### config.mk
export PLATFORM = sky130hd
export DESIGN_NAME = instruction_fetch_unit
export DESIGN_NICKNAME = d
export VERILOG_FILES = /design/src/rtl/instruction_fetch_unit.sv
export SDC_FILE = /design/constraint.sdc
export NUM_CORES = 1
export LEC_CHECK = 0
export CAP_MARGIN = 20
export CORE_MARGIN = 3
export CORE_UTILIZATION = 58
export DETAILED_ROUTE_END_ITERATION = 10
export PLACE_DENSITY = 0.93
export SYNTH_ARGS = -nofsm -noshare
export SYNTH_HDL_FRONTEND = slang
export SYNTH_SLANG_ARGS = --single-unit
### constraint.sdc
create_clock -name clk -period 6.9 [get_ports clk]
set_input_delay 0.69 -clock clk [delete_from_list [all_inputs] [get_ports clk]]
set_output_delay 0.69 -clock clk [all_outputs]
set_load 0.02 [all_outputs]
### src/rtl/instruction_fetch_unit.sv
// Instruction fetch front end: issues aligned 64-bit bundle requests to instruction memory,
// buffers responses in a prefetch FIFO and hands them to the execution engine.
module instruction_fetch_unit #(
  parameter int unsigned FIFO_DEPTH      = 4,
  parameter int unsigned MAX_OUTSTANDING = 4,
  parameter int unsigned PC_WIDTH        = 16,
  parameter int unsigned START_PC        = 0
) (
  input  logic                clk,
  input  logic                rst_n,
  input  logic                fetch_enable,
  input  logic                redirect_valid,
  input  logic [PC_WIDTH-1:0] redirect_pc,
  output logic                imem_req,
  output logic [31:0]         imem_addr,
  input  logic                imem_gnt,
  input  logic                imem_rvalid,
  input  logic [63:0]         imem_rdata,
  output logic [63:0]         instruction_bundle,
  output logic                instr_valid,
  input  logic                instr_ready,
  output logic [PC_WIDTH-1:0] bundle_pc,
  output logic [31:0]         bundles_issued,
  output logic [15:0]         redirect_count
);

  localparam int unsigned PTR_W    = $clog2(FIFO_DEPTH);
  localparam int unsigned CNT_W    = $clog2(FIFO_DEPTH + 1);
  localparam int unsigned OUT_W    = $clog2(MAX_OUTSTANDING + 1);
  localparam int unsigned BUNDLE_W = 64;
  localparam int unsigned ADDR_W   = 32;

  logic [BUNDLE_W-1:0] fifo_mem [FIFO_DEPTH];
  logic [PTR_W-1:0]    wr_ptr_q, rd_ptr_q;
  logic [CNT_W-1:0]    fifo_count_q;
  logic [OUT_W-1:0]    outstanding_q, drop_cnt_q;
  logic [PC_WIDTH-1:0] fetch_pc_q;

  logic                gnt_fire, pop, push, credit_ok, req_nxt;
  logic [PTR_W-1:0]    wr_ptr_nxt, rd_ptr_nxt, rd_ptr_inc;
  logic [CNT_W-1:0]    fifo_count_nxt;
  logic [OUT_W-1:0]    outstanding_nxt, drop_cnt_nxt;
  logic [PC_WIDTH-1:0] fetch_pc_nxt, head_pc_nxt, redirect_target;
  logic [BUNDLE_W-1:0] bundle_nxt;

  // Next-state for credits, FIFO bookkeeping, PCs and the registered request/head outputs
  always_comb begin
    gnt_fire        = imem_req & imem_gnt;
    pop             = instr_valid & instr_ready;
    push            = imem_rvalid & (drop_cnt_q == '0) & ~redirect_valid;
    rd_ptr_inc      = rd_ptr_q + PTR_W'(1);
    redirect_target = redirect_pc & ~PC_WIDTH'(1);

    outstanding_nxt = outstanding_q + OUT_W'(gnt_fire) - OUT_W'(imem_rvalid);
    drop_cnt_nxt    = drop_cnt_q;
    fifo_count_nxt  = fifo_count_q + CNT_W'(push) - CNT_W'(pop);
    wr_ptr_nxt      = push ? wr_ptr_q + PTR_W'(1) : wr_ptr_q;
    rd_ptr_nxt      = pop ? rd_ptr_inc : rd_ptr_q;
    fetch_pc_nxt    = gnt_fire ? fetch_pc_q + PC_WIDTH'(2) : fetch_pc_q;
    head_pc_nxt     = pop ? bundle_pc + PC_WIDTH'(2) : bundle_pc;
    bundle_nxt      = instruction_bundle;

    if (imem_rvalid && (drop_cnt_q != '0)) begin
      drop_cnt_nxt = drop_cnt_q - OUT_W'(1);
    end

    if (redirect_valid) begin
      // Everything still in flight (including a grant this cycle) becomes stale
      drop_cnt_nxt   = outstanding_nxt;
      fifo_count_nxt = '0;
      wr_ptr_nxt     = '0;
      rd_ptr_nxt     = '0;
      fetch_pc_nxt   = redirect_target;
      head_pc_nxt    = redirect_target;
    end else if (pop && (fifo_count_q > CNT_W'(1))) begin
      bundle_nxt = fifo_mem[rd_ptr_inc];
    end else if (push && ((fifo_count_q == '0) || pop)) begin
      bundle_nxt = imem_rdata;
    end

    // Live responses plus buffered bundles plus the new request must fit the FIFO
    credit_ok = (32'(outstanding_nxt) + 32'd1 <= MAX_OUTSTANDING) &&
                (32'(outstanding_nxt) - 32'(drop_cnt_nxt) + 32'(fifo_count_nxt) + 32'd1
                 <= FIFO_DEPTH);
    req_nxt   = fetch_enable & credit_ok;
    if (imem_req && !imem_gnt && !redirect_valid) begin
      req_nxt = 1'b1;
    end
  end

  always_ff @(posedge clk) begin
    if (!rst_n) begin
      wr_ptr_q           <= '0;
      rd_ptr_q           <= '0;
      fifo_count_q       <= '0;
      outstanding_q      <= '0;
      drop_cnt_q         <= '0;
      fetch_pc_q         <= PC_WIDTH'(START_PC);
      imem_req           <= 1'b0;
      imem_addr          <= ADDR_W'({PC_WIDTH'(START_PC), 2'b00});
      instruction_bundle <= '0;
      instr_valid        <= 1'b0;
      bundle_pc          <= PC_WIDTH'(START_PC);
      bundles_issued     <= '0;
      redirect_count     <= '0;
    end else begin
      wr_ptr_q           <= wr_ptr_nxt;
      rd_ptr_q           <= rd_ptr_nxt;
      fifo_count_q       <= fifo_count_nxt;
      outstanding_q      <= outstanding_nxt;
      drop_cnt_q         <= drop_cnt_nxt;
      fetch_pc_q         <= fetch_pc_nxt;
      imem_req           <= req_nxt;
      imem_addr          <= ADDR_W'({fetch_pc_nxt, 2'b00});
      instruction_bundle <= bundle_nxt;
      instr_valid        <= (fifo_count_nxt != '0);
      bundle_pc          <= head_pc_nxt;
      bundles_issued     <= bundles_issued + 32'(pop);
      redirect_count     <= redirect_count + 16'(redirect_valid);
    end
  end

  // Prefetch storage; contents are only meaningful below fifo_count
  always_ff @(posedge clk) begin
    if (push) begin
      fifo_mem[wr_ptr_q] <= imem_rdata;
    end
  end

endmodule

Yosys cells after proc, flatten, opt, wreduce, memory -nomap -nowiden
Memory sizes are Yosys's and may differ from the RTL's.
Cells that the tools add are included.
{"block": "totals", "reg_bits": 175, "ram_bits": 256, "input_bits": 87, "out_inout_bits": 162, "word_cells": 69, "mem_count": 1}
{"name": "fifo_mem", "depth": 4, "width": 64, "rd": 1, "rd_ports_with_merged_regs": 0, "wr": 1, "line_no": "33", "rtl": "logic [BUNDLE_W-1:0] fifo_mem [FIFO_DEPTH];"}
{"block": "op_classes", "add_sub_neg": 15, "magnitude_cmp": 3, "muxes": 12, "n_bitwise": 7, "reduce_logical": 17}
{"cell": "$mux W64", "n": 2}
{"cell": "$mux W16", "n": 4}
{"cell": "$add A16 B2 Y16 const B", "n": 2}
{"cell": "$add A32 B1 Y32", "n": 1}
{"cell": "$le A32 B3 Y1 const B", "n": 1}
{"cell": "$add A16 B1 Y16", "n": 1}
{"cell": "$mux W3", "n": 3}
{"cell": "$add A3 B1 Y3", "n": 2}
{"cell": "$add A5 B2 Y6 const B", "n": 1}
{"cell": "$logic_and A1 B1 Y1", "n": 6}
{"cell": "$logic_not A3 Y1", "n": 2}
{"cell": "$reduce_bool A3 Y1", "n": 2}
{"cell": "$sub A3 B1 Y3", "n": 2}
{"cell": "$add A4 B4 Y5", "n": 1}
{"cell": "$and A1 B1 Y1", "n": 5}
{"cell": "$add A2 B1 Y2 const B", "n": 2}
{"cell": "$add A3 B1 Y4 const B", "n": 1}
{"cell": "$le A4 B3 Y1 const B", "n": 1}
{"cell": "$reduce_bool A2 Y1", "n": 2}
{"cell": "$sub A3 B3 Y4", "n": 1}
{"cell": "$gt A3 B1 Y1 const B", "n": 1}
{"cell": "$mux W1", "n": 3}
{"cell": "$sub A3 B1 Y3 const B", "n": 1}
{"cell": "$logic_not A1 Y1", "n": 2}
{"cell": "other kinds (4)", "n": 5}

Longest topological paths before layout
{"block": "logic_depth", "word_depth": 12, "mapped_depth": 16}

Least setup slack after synthesis
No wires, ideal clock.
{"block": "synth_timing", "kind": "in2reg", "startpoint": "input port imem_gnt", "endpoint": "register imem_req", "arrival_ns": 3.587, "slack_ns": 3.256, "path_stages": 15, "path_buffers": 0, "cell_sequence": "nand2_1 ha_1 inv_1 ha_1 fa_1 mux2i_1 inv_1 fa_1 inv_1 ha_1 nor2b_1 o21a_1 or2_2 mux2i_1 a21o_1"}
{"block": "synth_between", "elab_chain_cells": 11, "elab_cells_between_ends": 16, "classes_between": "add/sub: 6; order compare: 2; mux: 2; bitwise: 2; reduce/logical: 4"}
{"item": "from (decl)", "line_no": "16", "rtl": "input logic imem_gnt,"}
{"item": "$and A1 B1 Y1", "line_no": "48", "rtl": "gnt_fire = imem_req & imem_gnt;"}
{"item": "$add A3 B1 Y3", "line_no": "54", "rtl": "outstanding_nxt = outstanding_q + OUT_W'(gnt_fire) - OUT_W'(imem_rvalid);"}
{"item": "$sub A3 B1 Y3", "line_no": "54"}
{"item": "named net outstanding_nxt[1]", "line_no": "42", "rtl": "logic [OUT_W-1:0] outstanding_nxt, drop_cnt_nxt;"}
{"item": "$mux W3", "line_no": "67", "rtl": "if (redirect_valid) begin"}
{"item": "named net drop_cnt_nxt[1]", "line_no": "42"}
{"item": "$sub A3 B3 Y4", "line_no": "83", "rtl": "(32'(outstanding_nxt) - 32'(drop_cnt_nxt) + 32'(fifo_count_nxt) + 32'd1"}
{"item": "$add A4 B4 Y5", "line_no": "83"}
{"item": "$add A5 B2 Y6", "line_no": "83"}
{"item": "$le A32 B3 Y1", "line_no": "84", "rtl": "<= FIFO_DEPTH);"}
{"item": "$logic_and A1 B1 Y1", "line_no": "82", "rtl": "credit_ok = (32'(outstanding_nxt) + 32'd1 <= MAX_OUTSTANDING) &&"}
{"item": "$and A1 B1 Y1", "line_no": "85", "rtl": "req_nxt = fetch_enable & credit_ok;"}
{"item": "$mux W1", "line_no": "86", "rtl": "if (imem_req && !imem_gnt && !redirect_valid) begin"}
{"item": "to (signal assigned)", "line_no": "113", "rtl": "imem_req <= req_nxt;"}
{"item": "to (decl)", "line_no": "14", "rtl": "output logic imem_req,"}
The timed path passes the listed nets, and every way through them passes these cells.
A chain may end at the register's enable or synchronous reset.

Final worst setup path
{"block": "layout_timing", "startpoint": "input port imem_gnt", "endpoint": "register imem_req"}
{"block": "layout_between", "elab_chain_cells": 11, "elab_cells_between_ends": 16, "classes_between": "add/sub: 6; order compare: 2; mux: 2; bitwise: 2; reduce/logical: 4"}
{"item": "$and A1 B1 Y1 *", "line_no": "48"}
{"item": "$add A3 B1 Y3 *", "line_no": "54"}
{"item": "$sub A3 B1 Y3 *", "line_no": "54"}
{"item": "named net outstanding_nxt[2]", "line_no": "42"}
{"item": "$mux W3", "line_no": "67"}
{"item": "$sub A3 B3 Y4", "line_no": "83"}
{"item": "$add A4 B4 Y5", "line_no": "83"}
{"item": "$add A5 B2 Y6", "line_no": "83"}
{"item": "$le A32 B3 Y1", "line_no": "84"}
{"item": "$logic_and A1 B1 Y1 *", "line_no": "82"}
{"item": "$and A1 B1 Y1 *", "line_no": "85"}
{"item": "$mux W1 *", "line_no": "86"}
The timed path passes the listed nets; every way through them passes the cells marked *.

==> impl_metrics.env <==
export IMPL_tns_ns=0
export IMPL_mostFrequentLayoutCells="edfxtp_1, clkdlybuf4s50_1, nand2_1, dfxtp_1, o21ai_0"
export IMPL_final_nets=1557
export IMPL_hp_start="bundles_issued[31]$_SDFF_PN0_"
export IMPL_route_detailed_drc=0
export IMPL_async_reset_ff_frac=0
export IMPL_grt_max_degree=129
export IMPL_slew_headroom=0.284
export IMPL_cp_top_family="adder cells"
export IMPL_multiInputGateArea_sq_um=5310
export IMPL_switching_share=0.252
export IMPL_hold_violations=0
export IMPL_drv_slew=0
export IMPL_synth_main_ff_cell="edfxtp_1"
export IMPL_critPathArrivalTime_ns=4.43
export IMPL_finalSetupViolations=0
export IMPL_yosysSeqAreaShare=0.655
export IMPL_p_clk_frac=0.369
export IMPL_ir_drop_uv=230
export IMPL_synth_top_family_by_area="simple AND/OR/NAND/NOR gates"
export IMPL_yosysUniqueCellTypes=53
export IMPL_final_setup_skew_ns=0.0210
export IMPL_clock_latency_ns=0.53
export IMPL_ant_nets=0
export IMPL_start_util=0.592
export IMPL_p_int_mw=4.59
export IMPL_p_leak_nw=6.92
export IMPL_tritoncts="done"
export IMPL_dp_hpwl_microns=23000
export IMPL_p_switching_mw=1.55
export IMPL_reg2reg_from="imem_req$_SDFF_PN0_"
export IMPL_worstSetupEndpointType="flop"
export IMPL_drt_iter0_drc=770
export IMPL_cp_start_kind="input port"
export IMPL_p_per_area_nw_per_um2=300
export IMPL_cp_cell_sequence="clkdlybuf4s50_1, nand2_1, ha_1, inv_1, ha_1, fa_1, xor2_1, xnor2_1, mux2i_1, ha_1, xnor2_1, ha_1, o21a_1, or2_2, mux2i_1, a21o_1"
export IMPL_syn_area_per_cell_sq_um=13.5
export IMPL_antenna_found_initial=1
export IMPL_synth_edff_count=256
export IMPL_die_h_microns=175
export IMPL_crit_start="imem_gnt"
export IMPL_postCtsSetupBuffers=0
export IMPL_register_area_sq_um=10800
export IMPL_netlist_area_sq_um=16500
export IMPL_worst_pin_slew_ns=1.07
export IMPL_via_count=11000
export IMPL_yosys_area_share_adder=0.0230
export IMPL_clk_pin_slew_ns=0.06
export IMPL_stdcell_area_sq_um=20500
export IMPL_core_area_sq_um=27900
export IMPL_cts_htree_levels=2
export IMPL_dieArea_sq_um=30600
export IMPL_grt_total_usage=0.252
export IMPL_yosys_area_share_simple=0.0936
export IMPL_routed_wl_microns=39100
export IMPL_nFillCells=1695
export IMPL_postCtsHoldBufs=0
export IMPL_hold_path_class="reg2reg"
export IMPL_cp_slowest_cell="clkdlybuf4s50_1"
export IMPL_placed_area_sq_um=19100
export IMPL_vias_per_cell=5.95
export IMPL_gr_total_overflow=0
export IMPL_cts_made_buffers=42
export IMPL_cts_max_path_buffers=3
export IMPL_period_needed_ns=3.97
export IMPL_crit_fanout=4
export IMPL_worstPathRequired_ns=7.36
export IMPL_synth_compound_area_frac=0.0696
export IMPL_clock_sinks=413
export IMPL_wl_per_cell_microns=21.1
export IMPL_drive_gt1_frac=0.106
export IMPL_crit_top_cell="ha_1"
export IMPL_p_seq_frac=0.471
export IMPL_combPwrFrac=0.160
export IMPL_yosys_warnings=0
export IMPL_worst_setup_path_type="in2reg"
export IMPL_io_buffers=229
export IMPL_gp_congestion=0.852
export IMPL_grt_pass1_vias=11400
export IMPL_max_clock_freq_mhz=252
export IMPL_final_common_cell="edfxtp_1"
export IMPL_syn_to_final_growth_pct=23.8
export IMPL_dr_pass1_iters=5
export IMPL_max_stage_delay_ns=0.52
export IMPL_rows=61
export IMPL_root_buffer="clkbuf_16"
export IMPL_outcome="completed"
export IMPL_die_x_microns=175
export IMPL_grt_pass1_wl_microns=61500
export IMPL_netlist_instances=1226
export IMPL_synth_ff_latch_count=413
export IMPL_rsz0062_at_grt="no"
export IMPL_synth_xor_area_share=0.0371
export IMPL_cap_viol_max_count=0
export IMPL_min_period_over_period=0.575
export IMPL_critPathBufInv=2
export IMPL_io_pins=249
export IMPL_post_cts_resized=0
export IMPL_muxShareOfSynthArea=0.0913
[worst paths after layout]
path | to | slack [ns] | cells after the start
max reg2reg | imem_req$_SDFF_PN0_ | 3.25 | 15
max | imem_req$_SDFF_PN0_ | 2.93 | 16
min reg2reg | bundles_issued[31]$_SDFF_PN0_ | 0.49 | 2
min | bundles_issued[31]$_SDFF_PN0_ | 0.49 | 2
[synth_stat cells (2+ instances only)]
master / number / area (sq um)
a21o_1: 3 / 22.5
a21oi_1: 44 / 220
a31oi_1: 64 / 400
and2_1: 15 / 93.8
and3_1: 4 / 25.0
and4_1: 6 / 52.6
buf_1: 4 / 15.0
buf_2: 18 / 90.1
buf_4: 18 / 135
clkbuf_1: 41 / 154
dfxtp_1: 157 / 3140
edfxtp_1: 256 / 7690
fa_1: 4 / 80.1
ha_1: 24 / 300
inv_1: 28 / 105
mux2i_1: 7 / 70.1
mux4_2: 64 / 1440
nand2_1: 163 / 612
nand3_1: 26 / 130
nand4_1: 15 / 93.8
nor2_1: 49 / 184
nor2b_1: 2 / 12.5
nor3_1: 13 / 65.1
nor4_1: 2 / 12.5
nor4_4: 2 / 42.5
o21ai_0: 91 / 455
or3_1: 12 / 75.1
xnor2_1: 34 / 298
xor2_1: 36 / 315
[power groups by stage]
stage               Sequential, mW  Clock (mW)  Combinational [mW]
global route                  2.91        2.40                1.07
CTS                           2.89        2.29               0.981
global placement              2.93           0               0.927
finish                        2.89        2.26               0.983
detailed placement            2.94           0               0.965
floorplan                     3.03           0               0.481
[layout make-up]
class	count	area share
Sequential cell	413	0.529
Multi-Input combinational cell	719	0.259
Timing Repair Buffer	236	0.115
Clock buffer	63	0.0608
Tap cell	378	0.0231
Clock inverter	14	0.00727
Inverter	30	0.00550
Antenna cell	1	0.000122
[worst reg2reg max path, delay by kind of cell, from the launching register on]
kind | cells | cell delay (ns)
compound gates | 2 | 0.25
mux | 2 | 0.28
buf+inv | 1 | 0.04
flops | 1 | 0.37
xor+xnor | 3 | 0.69
fa+ha+maj | 5 | 1.51
simple gates | 2 | 0.45
[cell families after synthesis]
| kind of cell | count (synthesis) |
|---|---|
| flip-flops | 413 |
| AND/OR/NAND/NOR | 324 |
| AO/OA/AOI/OAI | 208 |
| buffers and inverters | 111 |
| multiplexers | 71 |
| XOR/XNOR | 70 |
| adder cells (fa/ha/maj) | 28 |
| other | 1 |
[registers in the layout, indices dropped and copies added (netlist names)]
register	flops
fifo_count_q	3
drop_cnt_q	3
fetch_pc_q	15
fifo_mem	256
instruction_bundle	64
wr_ptr_q	2
imem_req	1
instr_valid	1
bundles_issued	32
rd_ptr_q	2
bundle_pc	15
outstanding_q	3
redirect_count	16
[stage by stage]
step	power (mW)	hold WS (ns)	cells	util	setup slack [ns]
after detailed placement	3.90	0.477	1775	0.682	2.42
after global routing	6.37	0.533	1854	0.733	2.72
final	6.14	0.491	1854	0.733	2.93
after global placement	3.85	0.469	1775	0.682	2.52
after floorplan	3.51	0.518	1243	-	3.26
after CTS	6.16	0.486	1852	0.732	2.94
[layer usage]
| layer | share of wire | global-route usage | up-vias |
|---|---|---|---|
| met2 | 0.51 | 0.444 | 532 |
| met1 | 0.39 | 0.321 | 5468 |
| li1 | - | - | 4935 |
| met5 | 0 | 0 | - |
| met3 | 0.075 | 0.0417 | 88 |
| met4 | 0.026 | 0.0811 | 0 |
Power figures use the tool's default switching activity.
